File: src/rtl/accumulator_array.sv
// accumulator_array: NPROC adder workers reduce a LIFO operand pool to a single sum.
// Workers pop two words, add them (ADD_LAT cycles) and push the sum back; one pool
// port is shared through a round-robin arbiter that serves reads and writes alike.
// Ports:
//   clk, reset        - rising-edge clock, synchronous active-high reset
//   load_valid/_data  - operand offered for the pool; load_ready accepts it
//   start             - begin reduction (LOAD or DONE phase)
//   busy, done        - REDUCE / DONE phase indicators
//   result, overflow  - final sum and sticky carry-out flag for the current run
//   count             - words currently in the pool
//   grant             - one-hot pool-port grant for this cycle (zero when idle)
module accumulator_array #(
  parameter int unsigned NPROC   = 4,
  parameter int unsigned DATA_W  = 32,
  parameter int unsigned DEPTH   = 16,
  parameter int unsigned ADD_LAT = 1
) (
  input  logic                     clk,
  input  logic                     reset,
  input  logic                     load_valid,
  input  logic [DATA_W-1:0]        load_data,
  output logic                     load_ready,
  input  logic                     start,
  output logic                     busy,
  output logic                     done,
  output logic [DATA_W-1:0]        result,
  output logic                     overflow,
  output logic [$clog2(DEPTH):0]   count,
  output logic [NPROC-1:0]         grant
);

  localparam int unsigned AW = $clog2(DEPTH);
  localparam int unsigned CW = AW + 1;
  localparam int unsigned PW = (NPROC > 1) ? $clog2(NPROC) : 1;
  localparam int unsigned LW = (ADD_LAT > 1) ? $clog2(ADD_LAT) : 1;
  localparam logic [CW-1:0] DEPTH_C = CW'(DEPTH);

  typedef enum logic [1:0] {PH_LOAD, PH_REDUCE, PH_DONE} phase_t;
  typedef enum logic [1:0] {W_IDLE, W_ADD, W_WR} wstate_t;

  phase_t              phase;
  wstate_t             wst     [NPROC];
  logic [LW-1:0]       lat_cnt [NPROC];
  logic [DATA_W-1:0]   opa     [NPROC];
  logic [DATA_W-1:0]   opb     [NPROC];
  logic [DATA_W-1:0]   sum     [NPROC];
  logic [DATA_W:0]     add_full[NPROC];
  logic [DATA_W-1:0]   pool    [DEPTH];
  logic [PW-1:0]       ptr;
  logic [PW-1:0]       ptr_next;
  logic [PW-1:0]       gnt_idx;
  logic                gnt_any;
  logic [NPROC-1:0]    req;
  logic                all_idle;
  logic                wr_en;
  logic [AW-1:0]       wr_addr;
  logic [DATA_W-1:0]   wr_data;

  // Accept loads while filling, and in DONE where a load starts a fresh pool.
  assign load_ready = ((phase == PH_LOAD) && (count < DEPTH_C)) || (phase == PH_DONE);

  // Worker requests: reads need two words, writes are always eligible.
  always_comb begin
    req      = '0;
    all_idle = 1'b1;
    for (int i = 0; i < int'(NPROC); i++) begin
      if (wst[i] != W_IDLE) all_idle = 1'b0;
      if (phase == PH_REDUCE) begin
        req[i] = ((wst[i] == W_IDLE) && (count >= CW'(2))) || (wst[i] == W_WR);
      end
    end
  end

  // Full-width adders; the extra bit is the carry-out.
  always_comb begin
    for (int i = 0; i < int'(NPROC); i++) begin
      add_full[i] = {1'b0, opa[i]} + {1'b0, opb[i]};
    end
  end

  // Round-robin arbiter: first requester at or after ptr wins.
  always_comb begin
    int idx;
    idx      = 0;
    grant    = '0;
    gnt_any  = 1'b0;
    gnt_idx  = '0;
    ptr_next = ptr;
    for (int k = 0; k < int'(NPROC); k++) begin
      idx = (int'(ptr) + k) % int'(NPROC);
      if (!gnt_any && req[PW'(idx)]) begin
        gnt_any         = 1'b1;
        gnt_idx         = PW'(idx);
        grant[PW'(idx)] = 1'b1;
      end
    end
    if (gnt_any) begin
      ptr_next = (gnt_idx == PW'(NPROC - 1)) ? '0 : gnt_idx + PW'(1);
    end
  end

  // Single pool write port: loads in LOAD/DONE, worker pushes in REDUCE.
  always_comb begin
    wr_en   = 1'b0;
    wr_addr = AW'(count);
    wr_data = load_data;
    case (phase)
      PH_LOAD:   wr_en = load_valid && (count < DEPTH_C);
      PH_DONE: begin
        wr_en   = load_valid;
        wr_addr = '0;
      end
      PH_REDUCE: begin
        wr_en   = gnt_any && (wst[gnt_idx] == W_WR);
        wr_data = sum[gnt_idx];
      end
      default: wr_en = 1'b0;
    endcase
  end

  // Pool storage carries no reset; count defines which words are live.
  always_ff @(posedge clk) begin
    if (wr_en) pool[wr_addr] <= wr_data;
  end

  // Phase control, worker FSMs, count and arbiter pointer.
  always_ff @(posedge clk) begin
    if (reset) begin
      phase    <= PH_LOAD;
      count    <= '0;
      result   <= '0;
      overflow <= 1'b0;
      done     <= 1'b0;
      busy     <= 1'b0;
      ptr      <= '0;
      for (int i = 0; i < int'(NPROC); i++) begin
        wst[i]     <= W_IDLE;
        lat_cnt[i] <= '0;
        opa[i]     <= '0;
        opb[i]     <= '0;
        sum[i]     <= '0;
      end
    end else begin
      case (phase)
        PH_LOAD: begin
          if (load_valid && (count < DEPTH_C)) count <= count + CW'(1);
          if (start) begin
            phase    <= PH_REDUCE;
            busy     <= 1'b1;
            overflow <= 1'b0;
          end
        end
        PH_DONE: begin
          // A load discards the old pool; start (if also present) runs on the new one.
          if (load_valid) begin
            count <= CW'(1);
            phase <= PH_LOAD;
            done  <= 1'b0;
          end
          if (start) begin
            phase    <= PH_REDUCE;
            busy     <= 1'b1;
            done     <= 1'b0;
            overflow <= 1'b0;
          end
        end
        PH_REDUCE: begin
          if ((count <= CW'(1)) && all_idle) begin
            phase  <= PH_DONE;
            busy   <= 1'b0;
            done   <= 1'b1;
            result <= (count == CW'(1)) ? pool[0] : '0;
          end
          if (gnt_any) begin
            ptr <= ptr_next;
            if (wst[gnt_idx] == W_IDLE) count <= count - CW'(2);
            else                        count <= count + CW'(1);
          end
          for (int i = 0; i < int'(NPROC); i++) begin
            case (wst[i])
              W_IDLE: begin
                if (grant[i]) begin
                  opa[i]     <= pool[AW'(count - CW'(1))];
                  opb[i]     <= pool[AW'(count - CW'(2))];
                  lat_cnt[i] <= '0;
                  wst[i]     <= W_ADD;
                end
              end
              W_ADD: begin
                if (lat_cnt[i] == LW'(ADD_LAT - 1)) begin
                  sum[i] <= add_full[i][DATA_W-1:0];
                  if (add_full[i][DATA_W]) overflow <= 1'b1;
                  wst[i] <= W_WR;
                end else begin
                  lat_cnt[i] <= lat_cnt[i] + LW'(1);
                end
              end
              W_WR: begin
                if (grant[i]) wst[i] <= W_IDLE;
              end
              default: wst[i] <= W_IDLE;
            endcase
          end
        end
        default: phase <= PH_LOAD;
      endcase
    end
  end

endmodule

File: config.mk
export PLATFORM = sky130hd
export DESIGN_NAME = accumulator_array
export DESIGN_NICKNAME = d
export VERILOG_FILES = /design/src/rtl/accumulator_array.sv
export SDC_FILE = /design/constraint.sdc
export NUM_CORES = 2
export LEC_CHECK = 0
export ABC_AREA = 1
export CAP_MARGIN = 25
export CORE_MARGIN = 1
export CORE_UTILIZATION = 45
export CTS_BUF_LIST = sky130_fd_sc_hd__clkbuf_2 sky130_fd_sc_hd__clkbuf_4 sky130_fd_sc_hd__clkbuf_8
export DETAILED_ROUTE_END_ITERATION = 8
export PLACE_DENSITY = 0.62
export SLEW_MARGIN = 20
export SYNTH_ARGS = -nofsm -noshare
export SYNTH_HDL_FRONTEND = slang
export SYNTH_SLANG_ARGS = --single-unit
File: constraint.sdc
create_clock -name clk -period 6.03 [get_ports clk]
set_input_delay 1.809 -clock clk [delete_from_list [all_inputs] [get_ports clk]]
set_output_delay 1.809 -clock clk [all_outputs]
set_load 0.02 [all_outputs]
==> impl_summary.txt <==
----------------------------------------------------
[STA]
  Final setup fails ... 0
  Number of pins exceeding their max-slew limit in the final report ... 0
  Time the worst path needs with I/O delays and setup ... ~5700 ps
  Worst setup skew after layout ... about 57 ps
  Worst slew pin tran ... about 1200 ps
  Headroom to the max-slew limit ... between 20% and 30%
  Worst hold-check slack ... 453.9 ps
  Fin. Hold Viols ... 0
  Post-route clock period utilization ... between 90% and 100%
  Post-route setup TNS ... 0 ps
  Unrepaired setup endpoints after global routing ... false
  Min setup slack post-route ... 345.0 ps
  Peak Freq ... approximately 180 MHz

[Placement]
  Worst-case setup slack after placement ... roughly 1200 ps
  HPWL Detailed ... slightly above 100 mm
  Standard cell area after detailed placement ... between 50,000 and 60,000 sq um
  IO Port Bufs ... 80
  Gp weighted congestion ... between 0.9 and 1

[Yosys]
  Synthesized-area fraction occupied by and/or/nand/nor cells ... about an eighth
  Top cells by area, synth ... edfxtp_1 56%, o21ai_0 7.8%, nor2_1 6.4%
  Synth Warn # ... 0
  Register bit count reported by yosys ... 952
  Yosys top cell area share ... roughly 56%
  Mux share of post-synthesis cell area ... 0%
  Cell accounting for the most synthesized area ... edfxtp_1
  Fraction of synthesized cell area in xor and xnor cells ... less than 1%
  Adder and majority cell fraction of the synthesized area ... just under 4%
  Synthesized-area fraction occupied by ao, oa, aoi and oai cells ... 19.77%
  Most common cell in the netlist ... edfxtp_1
  Library cells used by synthesis ... between 50 and 60
  Sequential element share of the synthesized area ... between 50% and 60%
  Leading cell types by count after synthesis ... 908 x edfxtp_1, 829 x nor2_1, 761 x o21ai_0
  Post-Synthesis Mean Instance Area ... between 9 and 10 sq um
  Top_reg_cell synth ... edfxtp_1
  Cell area after technology mapping ... slightly below 50,000 sq um
  Number of enable-type register cells in the synthesized netlist ... about 910
  Post-Synthesis Cells ... roughly 5.1k
  Main combinational cell family by area after synthesis ... compound AO/OA/AOI/OAI gates
  Synth async-reset ratio ... 0%

[Run]
  Max-capacitance violation count ... 0

[Setup path]
  Arr. time, crit path ... slightly below 4000 ps
  Path depth of the worst reg2reg path ... 17
  Capturing point of the worst reg2reg path ... pool[0][2]
  WS Path Type ... flip-flop to output port
  Internal reg-to-reg setup slack ... between 1000 and 1500 ps
  Highest fanout seen on the critical path ... 11
  Kind of launch point of the worst setup path ... flip-flop
  Worst R2R Start ... count[1]
  Data required, critical path ... 4220 ps
  Crit path capture type ... output port

[Finish]
  Design Area, Final ... 54,610 sq um
  Share of post-route cells with drive strength above 1 ... under 10%
  Syn-to-layout area delta ... 11.52%
  Post-layout net count ... approximately 5.4k

[Clock tree]
  Number of buffers added for setup after CTS ... 0
  Clock Latency Late Sink ... between 800 and 900 ps
  Maximum level of the CTS H-tree ... 4
  Clock tree from TritonCTS ... built
  Number of buffers on the longest clock path ... 3
  CTS resizes ... 0
  Number of clock sinks ... around 950
  Cts hold-fix bufs ... 0
  Clock slew seen by the registers of the worst setup and hold paths ... about 70 ps
  Root buffer selected by CTS ... clkbuf_8
  CTS Buf Count ... about 160

[Pwr]
  Sequential cell fraction of total power ... between 30% and 40%
  Switching part of the total ... around 48%
  Logic pwr share ... about half
  Switching component of the power ... about 14 mW
  Leak ... between 20 and 25 nW
  Total power after layout ... about 29 mW
  Clock Power Share ... about a fifth
  Internal power summed over all cells ... ~15 mW
  Peak ir drop on the vdd network ... about 0.47 mV
  Power Dens Cells ... 536.8 nW/um^2

[GRT]
  Wire length of the first global-routing pass ... ~230 mm
  Number of global-route vias before repair ... 37.46k
  Residual overflow from global routing ... 0
  Number of antenna violations at the first check in global routing ... 4
  GR Util All Layers ... 28.13%
  Maximum number of pins on one net before global-route repair ... between 200 and 250

[Routing]
  Post-detailed-route wirelength per cell ... roughly 24 um
  Antenna viol nets, final ... 0
  Number of DRC markers after the initial detailed-route iteration ... 4,611
  Routed WL ... about 160 mm
  Iteration count of the initial detailed-routing pass ... 6
  DRC ... 0
  Avg Vias per Cell ... between 5 and 6
  Routed vias ... around 40k

[Floorplanning]
  Core ar. ... 107,500 sq um
  Starting density of the core ... between 40% and 50%
  Height of the die ... between 300 and 400 um
  Number of rows created at floorplan ... 120
  Die Footprint ... 110,200 sq um
  Number of primary I/O pins ... 81
  Width of the die ... 331.9 um

[Hold path]
  Min-delay src ... overflow
  End point of the worst hold path ... overflow
  Worst hold path type ... flip-flop to flip-flop
  Count of cells along the worst hold path ... 2

[Run status]
  Result of the run ... finished, final reports clean

----------------------------------------------------
final cells by class:
type	instances	area [sq um]
diodes	2	5.005
clock buffers	235	2834
clock inverters	61	352.8
fillers	9722	52890
inverters	486	1847
multi-input cells	3401	18000
flip-flops and latches	952	28150
well taps	1403	1755
repair buffers	179	1662
critical path: stages, from the launching register on:
cell and delay, ps:
dfxtp_1 590, inv_1 270, ha_1 400, inv_1 210, nand3_1 110, nand2_1 160, nand3_2 150, o2111ai_1 450
clkdlybuf4s50_1 700
worst max path at each step:
stage | from | slack (ps) | to
floorplan | count[1] | 240 | pool[2][0]
global placement | ptr[0] | 1200 | grant[0]
detailed placement | ptr[0] | 1210 | grant[0]
CTS | count[1] | 280 | grant[2]
global route | count[1] | 100 | grant[2]
finish | ptr[0] | 350 | grant[0]
layout by cell type (no fill, tap or decap), types with 11 or more instances in the layout:
cell / n
nand4_1: 27
dfxtp_1: 42
nand3_1: 189
clkdlybuf4s50_1: 79
clkbuf_4: 64
o21ai_1: 11
clkinv_2: 22
o22ai_1: 87
edfxtp_1: 908
nor3_2: 16
clkbuf_8: 171
o21bai_1: 11
ha_1: 145
a31oi_1: 42
inv_1: 467
nor2_1: 828
buf_4: 87
nand2_1: 397
o21a_1: 47
o21ai_0: 760
a21oi_1: 521
o221ai_1: 54
clkinv_1: 33
nor3_1: 16
o211ai_1: 137
per-layer routing:
metal / part of all wire [%] / GRT usage, % / routed length (um) / vias up
li1: - / - / - / 18466
met1: 42 / 38.94 / 67150 / 19036
met2: 44 / 43.60 / 70080 / 1987
met3: 9.0 / 4.443 / 14200 / 390
met4: 4.3 / 12.69 / 6810 / 2
met5: 0.0082 / 0 / 13 / -
state kept, by name (all words and copies together) (netlist names), 2 cells and up:
name     cells
count        5
opa        128
wst          8
pool       512
lat_cnt      4
phase        2
result      32
sum        128
ptr          2
opb        128
per-stage QoR:
| stage | util [%] | std cells |
|---|---|---|
| finish | 50.80 | 6719 |
| floorplan | - | 5134 |
| global route | 50.80 | 6718 |
| CTS | 50.79 | 6717 |
| detailed placement | 47.82 | 6421 |
| global placement | 47.75 | 6416 |
power by group through the flow:
stage                     registers [mW]  logic, mW  clock network, mW
after detailed placement            9.52       13.7                  0
after CTS                           9.39       13.7               5.89
final                               9.40       14.1               5.82
after floorplan                     9.38       7.88                  0
after global placement              9.50       13.6                  0
after global routing                9.48       15.1               6.17
cell families after synthesis:
logic type / after synthesis
AOI/OAI and AO/OA: 1728
xor gates and xnor gates: 9
adders and majority gates: 151
buffers and inverters: 781
DFF: 952
other: 1
and+or+nand+nor: 1509
Power figures use the tool's default switching activity.
